## src/rtl/sseg_display_arbiter.sv

```systemverilog
// Round-robin arbiter that shares one 4-digit seven-segment display between N requesters.
// A winner keeps the display for at least HOLD_CYCLES; handovers insert a single blank cycle.
module sseg_display_arbiter #(
  parameter int unsigned N           = 4,
  parameter int unsigned HOLD_CYCLES = 50000000,
  parameter logic [31:0] BLANK_WORD  = 32'h20202020
) (
  input  logic            clk,
  input  logic            rst_n,
  input  logic [N-1:0]    req,
  input  logic [32*N-1:0] words,
  output logic [N-1:0]    grant,
  output logic [2:0]      owner,
  output logic            busy,
  output logic [31:0]     word
);

  localparam int unsigned CW = $clog2(HOLD_CYCLES + 1);
  localparam logic [CW-1:0] HOLD_MAX = CW'(HOLD_CYCLES);
  localparam logic [CW-1:0] HOLD_LAST = CW'(HOLD_CYCLES - 1);

  typedef enum logic [1:0] {
    IDLE,
    SHOW,
    SWITCH
  } state_t;

  state_t        state;
  logic [CW-1:0] cnt;
  logic [2:0]    rr_ptr;

  logic [3:0]    idle_pick;
  logic [3:0]    sw_pick;
  logic [2:0]    next_ptr;
  logic [31:0]   owner_word;
  logic          req_owner;
  logic          any_other;
  logic          sat;

  // First set bit of r searching upward from start with wrap; returns {found, index}.
  function automatic logic [3:0] rr_pick(input logic [N-1:0] r, input logic [2:0] start);
    logic [2*N-1:0] dbl;
    logic [3:0]     idx;
    logic [3:0]     res;
    dbl = {r, r} >> start;
    res = 4'b0;
    for (int k = 0; k < int'(N); k++) begin
      idx = {1'b0, start} + 4'(k);
      if (idx >= 4'(N)) idx = idx - 4'(N);
      if (!res[3] && dbl[k]) res = {1'b1, idx[2:0]};
    end
    return res;
  endfunction

  always_comb begin
    owner_word = BLANK_WORD;
    for (int i = 0; i < int'(N); i++) begin
      if (owner == 3'(i)) owner_word = words[32*i +: 32];
    end
  end

  always_comb begin
    next_ptr  = (owner == 3'(N - 1)) ? 3'd0 : owner + 3'd1;
    idle_pick = rr_pick(req, rr_ptr);
    // The old owner is visited last, so it only wins when nobody else is asking.
    sw_pick   = rr_pick(req, next_ptr);
    req_owner = |(req & grant);
    any_other = |(req & ~grant);
    sat       = (cnt >= HOLD_LAST);
  end

  always_ff @(posedge clk or negedge rst_n) begin
    if (!rst_n) begin
      state  <= IDLE;
      grant  <= '0;
      owner  <= 3'd0;
      busy   <= 1'b0;
      word   <= BLANK_WORD;
      cnt    <= '0;
      rr_ptr <= 3'd0;
    end else begin
      case (state)
        IDLE: begin
          word <= BLANK_WORD;
          if (idle_pick[3]) begin
            state <= SHOW;
            grant <= N'(1) << idle_pick[2:0];
            owner <= idle_pick[2:0];
            busy  <= 1'b1;
            cnt   <= '0;
          end
        end
        SHOW: begin
          if (sat && any_other) begin
            state <= SWITCH;
            grant <= '0;
            busy  <= 1'b0;
            word  <= BLANK_WORD;
          end else if (sat && !req_owner) begin
            state <= IDLE;
            grant <= '0;
            busy  <= 1'b0;
            word  <= BLANK_WORD;
          end else begin
            if (cnt != HOLD_MAX) cnt <= cnt + CW'(1);
            // A released owner still holds the display; its last word stays frozen.
            if (req_owner) word <= owner_word;
          end
        end
        SWITCH: begin
          rr_ptr <= next_ptr;
          word   <= BLANK_WORD;
          if (sw_pick[3]) begin
            state <= SHOW;
            grant <= N'(1) << sw_pick[2:0];
            owner <= sw_pick[2:0];
            busy  <= 1'b1;
            cnt   <= '0;
          end else begin
            state <= IDLE;
          end
        end
        default: begin
          state <= IDLE;
          grant <= '0;
          busy  <= 1'b0;
          word  <= BLANK_WORD;
        end
      endcase
    end
  end

endmodule

```

## config.mk

```make
export PLATFORM = sky130hd
export DESIGN_NAME = sseg_display_arbiter
export DESIGN_NICKNAME = d
export VERILOG_FILES = /design/src/rtl/sseg_display_arbiter.sv
export SDC_FILE = /design/constraint.sdc
export NUM_CORES = 1
export LEC_CHECK = 0
export CORE_UTILIZATION = 42
export CTS_CLUSTER_SIZE = 24
export DETAILED_ROUTE_END_ITERATION = 10
export PLACE_DENSITY_LB_ADDON = 0.25
export SYNTH_ARGS = -nofsm -noshare
export SYNTH_HDL_FRONTEND = slang
export SYNTH_SLANG_ARGS = --single-unit
```

## constraint.sdc

```tcl
create_clock -name clk -period 2.65 [get_ports clk]
set_input_delay 0.3975 -clock clk [delete_from_list [all_inputs] [get_ports clk]]
set_output_delay 0.3975 -clock clk [all_outputs]
set_load 0.01 [all_outputs]
```

==> summary.md, run 1 <==
| Metric | Value |
|---|---|
| Hold crit path type | `input port to async pin` |
| Layout overhead on the synthesized area | `55.4%` |
| # fillers | `946` |
| Drt drc | `0` |
| Initial antenna violation count | `0` |
| Largest net degree at the start of global routing | `57` |
| TritonCTS clock tree | `done` |
| Finished Core Util | `67.2%` |
| Post-route cell area | `7700 sq um` |
| Placer congestion estimate | `0.913` |
| Max cap viols | `0` |
| Crit path from | `owner[0]` |
| Synth area leaders | `dfrtp_1, nor2_1, nand2_1` |
| Initial DRC Count | `453` |
| Peak VDD IR | `0.000438 V` |
| Final setup viols | `0` |
| Post-synth cell types | `69` |
| PnR Total Power | `5.89 mW` |
| Number of enable flip-flop cells after synthesis | `0` |
| CP bufs+invs | `4` |
| Area taken by multi-input logic gates | `3030 sq um` |
| Die height | `111 um` |
| Final period util | `98.5%` |
| Initial Utilization | `43.2%` |
| Critical Path Start Type | `flop` |
| H-tree Lvls | `3` |
| Drt pass-1 iters | `5` |
| TritonCTS buffer count | `9` |
| Clk buf depth | `2` |
| Slew Viols, Final | `0` |
| Congestion Overflow GR | `0` |
| Ant. Diodes | `0` |
| Worst Setup End Kind | `flop` |
| Core area | `11,500 sq um` |
| IO buf count | `173` |
| Cell Area, Synth | `4960 sq um` |
| Slew margin rel. | `59.7%` |
| Clk_lat worst skew | `340 ps` |
| Crit-path leading delay family | `compound AO/OA/AOI/OAI gates` |
| P per Cell Area | `765 nW/um^2` |
| Register area share after synthesis | `35.9%` |
| CP arrival | `2880 ps` |
| Root Buffer | `clkbuf_16` |
| Post-synth top flop | `dfrtp_1` |
| Cell mode on critical path | `buf_12` |
| Hold Buf Count CTS | `0` |
| CP max stage delay | `450 ps` |
| Vias in the first global route | `5,480` |
| Hold Fails Final Rpt | `0` |
| Worst-Margin Slew | `605 ps` |
| Non-filler cells, final | `943` |
| DR vias/cell | `6.00` |
| Synth top area share | `33.8%` |
| Standard-cell rows | `39` |
| Crit path time final | `2610 ps` |
| Antenna viol nets, final | `0` |
| Placed Instances | `919` |
| Seq cells post-synth | `71` |
| Crit Path Class | `flop to flop` |
| RSZ-0062 raised after global routing | `yes` |
| Num ports | `174` |
| Clk slew on worst S/H paths | `60 ps` |
| P_leak | `3.00 nW` |
| Post-layout nets | `938` |
| Outcome | `finished clean` |
| Max Freq | `0.383 GHz` |
| Share of cells above drive strength 1 | `14.0%` |
| Routed len/inst | `18.8 um` |
| Ys Warns | `0` |
| CP max FO | `11` |
| GRT Overall Usage | `29.0%` |
| Die X-Extent | `111 um` |
| TritonCTS Sinks | `71` |
| Worst Skew | `9.04 ps` |
| Register Area | `1780 sq um` |
| Critical R2R Launch | `owner[0]` |
| Leading area contributor after synthesis | `dfrtp_1` |
| CP cell instances | `buf_12, buf_12, nand2b_4, o311ai_4, a22oi_2, a41oi_4, a21oi_4, buf_4, clkbuf_16, or4_1, nand2_1` |
| Syn_area_per_cell | `8.28 sq um` |
| DRT Wirelength | `17,800 um` |
| CP Data Required Time | `2920 ps` |
| Async S/R FF share, synth | `100%` |
| Mapped Cells | `599` |
| Critical Path Slowest Stage Cell | `or4_1` |
| Die Area | `12,200 sq um` |
| Detailed Place HPWL | `13,100 um` |
| Syn Nets | `742` |
| Dpl cell area | `7200 sq um` |
| First-pass GRT wire length | `28,900 um` |
| DR vias | `5,661` |
| Post-Place Worst Slack | `-274 ps` |
| PnR worst setup slack | `39.7 ps` |
## cells by family (layout without fill, tap and decap cells)
group | after synthesis | in the layout | share of synthesized area [%]
AOI/OAI and AO/OA | 203 | 203 | 30.0
xor gates and xnor gates | 2 | 2 | 0.353
adders and majority gates | 9 | 9 | 2.27
buffers and inverters | 63 | 264 | 5.70
DFF | 71 | 71 | 35.9
muxes | 8 | 8 | 1.67
and+or+nand+nor | 243 | 243 | 24.1
## routing by layer
metal  up-vias  wire (um)  GRT usage [%]  share of wire [%]
met2       201       8630           47.6                 49
met5         -          0              0                  0
li1       2668          -              -                  -
met4         0        521           11.6                2.9
met1      2750       7630           37.4                 43
met3        42        971           6.01                5.5
## cell usage in the layout, fill, tap and decap left out, types with 11 or more instances in the layout
master and count:
clkdlybuf4s50_1 170, nor2_1 71, nand2_1 68, dfrtp_1 65, o21ai_0 49, buf_4 46
a221oi_1 29, o311ai_0 28, a21oi_1 22, or3_1 19, inv_1 14, nand3_1 14
o21ai_1 11, nand4_1 11, buf_12 11
## cell usage after synthesis (11+ instances only)
library cell / count
clkbuf_1: 32
a21oi_1: 26
or3_1: 20
o311ai_0: 28
dfrtp_1: 67
a221oi_1: 29
inv_1: 14
nand2_1: 69
nand4_1: 11
o21ai_0: 50
nor2_1: 71
nand2b_1: 11
nand3_1: 14
## stage by stage
step           hold WS [ps]  setup TNS [ps]
6_report               75.1               0
5_1_grt                 112            -359
4_1_cts                89.2               0
3_5_place_dp            437           -6620
3_3_place_gp            430           -3580
2_1_floorplan           102           -34.6
## layout make-up
cell class / instances / share of cell area [%]
Clock buffer: 11 / 3.15
Clock inverter: 5 / 0.763
Inverter: 15 / 0.796
Multi-Input combinational cell: 465 / 39.4
Sequential cell: 71 / 23.2
Tap cell: 143 / 2.32
Timing Repair Buffer: 233 / 30.4
## sequential cells by signal, summed over array words and instances, names as in the netlist
register,flops
cnt,26
rr_ptr,3
busy,1
word,32
owner,3
grant,4
state,2
## power by group
group	leakage (nW)	internal (mW)	switching (mW)
Clock	0.142	0.754	0.469
Sequential	0.880	1.45	0.242
Combinational	1.98	1.53	1.45
Total	3.00	3.73	2.16
## worst register-to-register path, cell delays in order (launching register included)
cell	delay, ps
dfrtp_2	430
buf_12	140
buf_12	130
nand2b_4	160
o311ai_4	290
a22oi_2	190
a41oi_4	310
a21oi_4	60
buf_4	150
clkbuf_16	150
or4_1	460
nand2_1	80
## timing repair
action | CTS | global route
endpoints found under the setup margin | 2 | 27
gates resized for setup | 0 | 23
pin swaps | 3 | 11
gates cloned | 0 | 1
buffers inserted | 0 | 7
## final timing paths
kind	end	cells past startpoint	slack (ps)
hold reg to reg	word[15]	2	540
setup / recovery	cnt[8]	11	40
hold / removal	word[2]	1	80
min in group clk	word[15]	2	540
setup reg to reg	cnt[8]	11	40
max in group asynchronous	word[21]	2	1850
Note: power is estimated with default switching activity, not from simulation.
==> inputs of run 2 (changes only) <==
Settings changed: CORE_UTILIZATION 42 to 46, SKIP_LAST_GASP set to 1.
Clock period 2.65 ns to 2.56 ns, I/O delays scaled along.
==> summary.md, run 2 (synthesis gave the netlist of run 1 again) <==
| Metric | Value |
|---|---|
| Outcome | `complete, but fails checks (was finished clean)` |
| Failing checks | `setup timing` |
| Clk slew on worst S/H paths | `90 ps (was 60 ps)` |
| P per Cell Area | `763 nW/um^2 (was 765 nW/um^2)` |
| DR vias | `5,970 (was 5,661)` |
| TritonCTS Sinks | `71 (unchanged)` |
| Crit-path leading delay family | `compound AO/OA/AOI/OAI gates (unchanged)` |
| Die X-Extent | `106 um (was 111 um)` |
| Largest net degree at the start of global routing | `57 (unchanged)` |
| Commonest non-fill, non-tap cell in the layout | `clkdlybuf4s50_1 (unchanged)` |
| Final Hold Slack | `104 ps (was 75.1 ps)` |
| Die Area | `11,200 sq um (was 12,200 sq um)` |
| PnR Total Power | `6.06 mW (was 5.89 mW)` |
| Slew margin rel. | `47.7% (was 59.7%)` |
| Critical Path Slowest Stage Cell | `or4_4 (was or4_1)` |
| Largest Register | `word (unchanged)` |
| Max Freq | `0.382 GHz (was 0.383 GHz)` |
| Post-Place Worst Slack | `-360 ps (was -274 ps)` |
| # fillers | `729 (was 946)` |
| Antenna viol nets, final | `0 (unchanged)` |
| CP Data Required Time | `2840 ps (was 2920 ps)` |
| PnR worst setup slack | `-61.1 ps (was 39.7 ps)` |
| Max cap viols | `0 (unchanged)` |
| IO buf count | `173 (unchanged)` |
| Num ports | `174 (unchanged)` |
| Clk buf depth | `2 (unchanged)` |
| Worst-Margin Slew | `784 ps (was 605 ps)` |
| Root Buffer | `clkbuf_8 (was clkbuf_16)` |
| Hold crit path type | `input port to async pin (unchanged)` |
| Area taken by multi-input logic gates | `3150 sq um (was 3030 sq um)` |
| Vias in the first global route | `5,632 (was 5,480)` |
| TritonCTS buffer count | `9 (unchanged)` |
| Critical Path Start Type | `flop (unchanged)` |
| Cell mode on critical path | `buf_6 (was buf_12)` |
| Final setup viols | `25 (was 0)` |
| Final period util | `102% (was 98.5%)` |
| DRT Wirelength | `18,900 um (was 17,800 um)` |
| Worst Setup End Kind | `flop (unchanged)` |
| Max FFs per register | `32 (unchanged)` |
| Share of cells above drive strength 1 | `19.5% (was 14.0%)` |
| Standard-cell rows | `37 (was 39)` |
| Detailed Place HPWL | `13,200 um (was 13,100 um)` |
| Biggest regs | `word (32), cnt (26), grant (4) (unchanged)` |
| Layout overhead on the synthesized area | `60.2% (was 55.4%)` |
| GRT Overall Usage | `32.0% (was 29.0%)` |
| Core area | `10,400 sq um (was 11,500 sq um)` |
| Slew Viols, Final | `0 (unchanged)` |
| Post-route cell area | `7940 sq um (was 7700 sq um)` |
| Initial antenna violation count | `0 (unchanged)` |
| Dpl cell area | `7280 sq um (was 7200 sq um)` |
| RSZ-0062 raised after global routing | `yes (unchanged)` |
| P_leak | `3.10 nW (was 3.00 nW)` |
| TritonCTS clock tree | `done (unchanged)` |
| Crit Path Class | `flop to flop (unchanged)` |
| Clk_lat worst skew | `350 ps (was 340 ps)` |
| Post-layout nets | `963 (was 938)` |
| CP max stage delay | `500 ps (was 450 ps)` |
| Congestion Overflow GR | `0 (unchanged)` |
| Placer congestion estimate | `0.960 (was 0.913)` |
| Register Area | `1780 sq um (unchanged)` |
| CP bufs+invs | `3 (was 4)` |
| Post-Route Setup TNS | `-744 ps (was 0 ps)` |
| Finished Core Util | `76.6% (was 67.2%)` |
| Crit path time final | `2620 ps (was 2610 ps)` |
| Most frequent cells in the layout | `clkdlybuf4s50_1, nor2_1, buf_4 (was clkdlybuf4s50_1, nor2_1, nand2_1)` |
| Drt pass-1 iters | `5 (unchanged)` |
| Hold Fails Final Rpt | `0 (unchanged)` |
| CP arrival | `2900 ps (was 2880 ps)` |
| DR vias/cell | `6.21 (was 6.00)` |
| Routed len/inst | `19.6 um (was 18.8 um)` |
| Die height | `106 um (was 111 um)` |
| Initial DRC Count | `605 (was 453)` |
| CP max FO | `7 (was 11)` |
| Hold Buf Count CTS | `0 (unchanged)` |
| Initial Utilization | `47.8% (was 43.2%)` |
| Drt drc | `0 (unchanged)` |
| First-pass GRT wire length | `28,500 um (was 28,900 um)` |
| CP cell instances | `buf_6, buf_6, mux2i_4, o31ai_2, a22oi_2, a41oi_4, a21oi_4, buf_12, or4_4, a21oi_2 (was buf_12, buf_12, nand2b_4, o311ai_4, a22oi_2, a41oi_4, a21oi_4, buf_4, clkbuf_16, or4_1, nand2_1)` |
| H-tree Lvls | `3 (unchanged)` |
| Peak VDD IR | `0.000477 V (was 0.000438 V)` |
| Worst Skew | `13.5 ps (was 9.04 ps)` |
| Non-filler cells, final | `961 (was 943)` |
| Ant. Diodes | `0 (unchanged)` |
| Placed Instances | `925 (was 919)` |
-- run 2: changes by cell type in the layout (fill, tap and decap cells not counted), moves of 3 or more --
cell	delta
buf_6	+3
or3_4	+3
clkbuf_8	+9
buf_4	+22
a21oi_1	-4
o21ai_2	+5
o21ai_1	+4
a21oi_2	+4
or3_1	-3
clkbuf_16	-7
o21ai_0	-10
-- run 2: area by class of cell --
| cell class | count | share of cell area [%] |
|---|---|---|
| inverter | 15 | 0.772 |
| timing repair buffer | 258 | 32.1 |
| multi-input combinational | 465 | 39.7 |
| clock buffer | 11 | 1.78 |
| clock inverter | 5 | 1.02 |
| tap | 136 | 2.14 |
| sequential | 71 | 22.5 |
-- run 2: repair_timing --
action | in CTS | in global routing
setup endpoints to repair | 27 | 30
cloned | 0 | 3
resized for setup | 13 | 51
buffers inserted | 7 | 10
pin swaps | 13 | 23
-- run 2: worst register-to-register path: stages (launching register included) --
cell and delay [ps]:
dfrtp_2 490, buf_6 170, buf_6 130, mux2i_4 180
o31ai_2 280, a22oi_2 170, a41oi_4 260, a21oi_4 80
buf_12 160, or4_4 510, a21oi_2 130
-- run 2: final timing paths --
check | startpoint | endpoint | slack (ps) | cells after the start
hold / removal | rst_n | rr_ptr[2] | 100 | 1
setup / recovery | owner[0] | cnt[23] | -60 | 10
setup reg to reg | owner[0] | cnt[23] | -60 | 10
max in group asynchronous | rst_n | owner[0] | 1610 | 2
min in group clk | busy | busy | 480 | 2
hold reg to reg | busy | busy | 480 | 2
-- run 2: metal layers --
metal	global-route usage [%]	routed length (um)	vias up
met5	0	0	-
met4	10.2	519	0
met3	6.62	1300	58
met2	54.0	9320	290
met1	41.0	7720	2908
li1	-	-	2714
-- run 2: power breakdown --
| part | total [mW] | internal, mW | switching, mW |
|---|---|---|---|
| combinational | 3.28 | 1.68 | 1.61 |
| sequential | 1.74 | 1.50 | 0.242 |
| clock | 1.04 | 0.578 | 0.457 |
==> inputs of run 3 (changes only) <==
Settings changed: GPL_TIMING_DRIVEN set to 0.
==> summary.md, run 3 (synthesis gave the netlist of run 1 again) <==
| Metric | Value |
|---|---|
| Critical Path Start Type | `flop (unchanged)` |
| PnR worst setup slack | `-292 ps (was -61.1 ps)` |
| Die Area | `11,200 sq um (unchanged)` |
| Antenna viol nets, final | `0 (unchanged)` |
| Core area | `10,400 sq um (unchanged)` |
| Outcome | `complete, but fails checks (unchanged)` |
| DRT Wirelength | `19,500 um (was 18,900 um)` |
| Clk buf depth | `2 (unchanged)` |
| Hold Fails Final Rpt | `0 (unchanged)` |
| CP arrival | `3130 ps (was 2900 ps)` |
| CP max FO | `5 (was 7)` |
| Standard-cell rows | `37 (unchanged)` |
| Crit path from | `owner[0] (unchanged)` |
| Placer congestion estimate | `0.961 (was 0.960)` |
| Routed len/inst | `20.5 um (was 19.6 um)` |
| Switching Share | `40.2% (was 38.1%)` |
| Finished Core Util | `74.4% (was 76.6%)` |
| Psw | `2.42 mW (was 2.31 mW)` |
| TritonCTS Sinks | `71 (unchanged)` |
| P per Cell Area | `781 nW/um^2 (was 763 nW/um^2)` |
| Combinational fraction of design power | `54.9% (was 54.2%)` |
| Final period util | `111% (was 102%)` |
| Post-layout nets | `956 (was 963)` |
| Final setup viols | `33 (was 25)` |
| Root Buffer | `clkbuf_8 (unchanged)` |
| Hold crit path type | `input port to async pin (unchanged)` |
| Slew Viols, Final | `0 (unchanged)` |
| Drt drc | `0 (unchanged)` |
| Crit Path Class | `flop to flop (unchanged)` |
| Detailed Place HPWL | `13,600 um (was 13,200 um)` |
| Initial Utilization | `47.8% (unchanged)` |
| H-tree Lvls | `3 (unchanged)` |
| Peak VDD IR | `0.000428 V (was 0.000477 V)` |
| Worst Setup End Kind | `flop (unchanged)` |
| IO buf count | `170 (was 173)` |
| Critical R2R Launch | `owner[0] (unchanged)` |
| Drt pass-1 iters | `7 (was 5)` |
| Ant. Diodes | `0 (unchanged)` |
| Critical Path Slowest Stage Cell | `or4_4 (unchanged)` |
| Initial antenna violation count | `0 (unchanged)` |
| Post-Route Setup TNS | `-5150 ps (was -744 ps)` |
| Most frequent cells in the layout | `clkdlybuf4s50_1, nor2_1, dfrtp_1 (was clkdlybuf4s50_1, nor2_1, buf_4)` |
| Congestion Overflow GR | `0 (unchanged)` |
| Clk slew on worst S/H paths | `90 ps (about the same)` |
| Crit path time final | `2850 ps (was 2620 ps)` |
| Register share of total power | `29.3% (was 28.7%)` |
| RSZ-0062 raised after global routing | `yes (unchanged)` |
| Layout overhead on the synthesized area | `55.6% (was 60.2%)` |
| Max Freq | `0.351 GHz (was 0.382 GHz)` |
| Share of cells above drive strength 1 | `18.5% (was 19.5%)` |
| GRT Overall Usage | `33.7% (was 32.0%)` |
| Slew margin rel. | `20.2% (was 47.7%)` |
| Worst-Margin Slew | `1200 ps (was 784 ps)` |
| Die height | `106 um (unchanged)` |
| Largest net degree at the start of global routing | `72 (was 57)` |
| CP cell instances | `buf_6, buf_6, nand2b_4, o211ai_1, o221ai_4, a41oi_4, a21oi_4, buf_4, buf_4, or4_4, a21oi_2 (was buf_6, buf_6, mux2i_4, o31ai_2, a22oi_2, a41oi_4, a21oi_4, buf_12, or4_4, a21oi_2)` |
| Final Hold Slack | `132 ps (was 104 ps)` |
| Internal power | `3.60 mW (was 3.75 mW)` |
| Worst Skew | `15.8 ps (was 13.5 ps)` |
| Die X-Extent | `106 um (unchanged)` |
| DR vias | `6,049 (was 5,970)` |
| Max cap viols | `0 (unchanged)` |
| Vias in the first global route | `5,828 (was 5,632)` |
| DR vias/cell | `6.34 (was 6.21)` |
| TritonCTS buffer count | `9 (unchanged)` |
| CP max stage delay | `510 ps (was 500 ps)` |
| Commonest non-fill, non-tap cell in the layout | `clkdlybuf4s50_1 (unchanged)` |
| P_leak | `2.98 nW (was 3.10 nW)` |
| Clk_lat worst skew | `360 ps (was 350 ps)` |
| First-pass GRT wire length | `29,600 um (was 28,500 um)` |
| Num ports | `174 (unchanged)` |
| Initial DRC Count | `719 (was 605)` |
| Biggest regs | `word (32), cnt (26), grant (4) (unchanged)` |
| Failing checks | `setup timing (unchanged)` |
| Max FFs per register | `32 (unchanged)` |
| TritonCTS clock tree | `done (unchanged)` |
| Clock network power share | `15.8% (was 17.1%)` |
| Largest Register | `word (unchanged)` |
| CP Data Required Time | `2830 ps (was 2840 ps)` |
## run 3: path summary, 6_finish.rpt
| path | endpoint | depth (start not counted) | slack (ps) |
|---|---|---|---|
| worst max-delay path | cnt[24] | 11 | -290 |
| worst min-delay path | rr_ptr[1] | 1 | 130 |
| worst max register to register | cnt[24] | 11 | -290 |
| worst min register to register | busy | 2 | 490 |
| max in group asynchronous | owner[0] | 1 | 1760 |
| min in group clk | busy | 2 | 490 |
## run 3: per-stage QoR
step | std cells | power, mW | area (sq um) | setup slack [ps]
after detailed placement | 905 | 4.55 | 6880 | -478
after CTS | 947 | 5.75 | 7470 | -86.7
after global placement | 905 | 4.46 | 6880 | -1510
after floorplan | 599 | 3.21 | 5010 | -110
final | 954 | 6.02 | 7710 | -292
after global routing | 954 | 6.33 | 7710 | -365
## run 3: power by group through the flow
stage          Combinational [mW]  Sequential (mW)  Clock (mW)
2_1_floorplan                1.34             1.86           0
3_3_place_gp                 2.71             1.74           0
3_5_place_dp                 2.78             1.76           0
4_1_cts                      3.06             1.74       0.949
5_1_grt                      3.52             1.80        1.01
6_report                     3.31             1.76       0.950
## run 3: critical path, delay by kind of cell (launching register included)
family          cells  cell delay, ps
flops               1             450
simple gates        2             660
buf+inv             4             510
compound gates      5            1130
## run 3: final cells by class
| class | count | area (sq um) |
|---|---|---|
| multi-input cells | 465 | 3190 |
| fillers | 689 | 2660 |
| repair buffers | 207 | 2040 |
| flip-flops and latches | 71 | 1780 |
| plain buffers | 44 | 254 |
| well taps | 136 | 170 |
| clock buffers | 10 | 138 |
| clock inverters | 6 | 68.8 |
| inverters | 15 | 63.8 |
## run 3: timing repair
| item | CTS | global route |
|---|---|---|
| cloned | 1 | 0 |
| resized for setup | 42 | 75 |
| pin swaps | 29 | 29 |
| endpoints found under the setup margin | 54 | 63 |
| hold buffers | 0 | 0 |
| hold endpoints to repair | 0 | 0 |
| setup buffers | 28 | 8 |
## run 3: layer usage
layer	track usage (%)	part of all wire [%]	up-vias	wire, um
met5	0	0	-	0
met4	15.8	4.0	0	776
met3	6.86	8.0	81	1560
met2	57.1	49	364	9530
met1	41.0	39	2909	7680
li1	-	-	2695	-
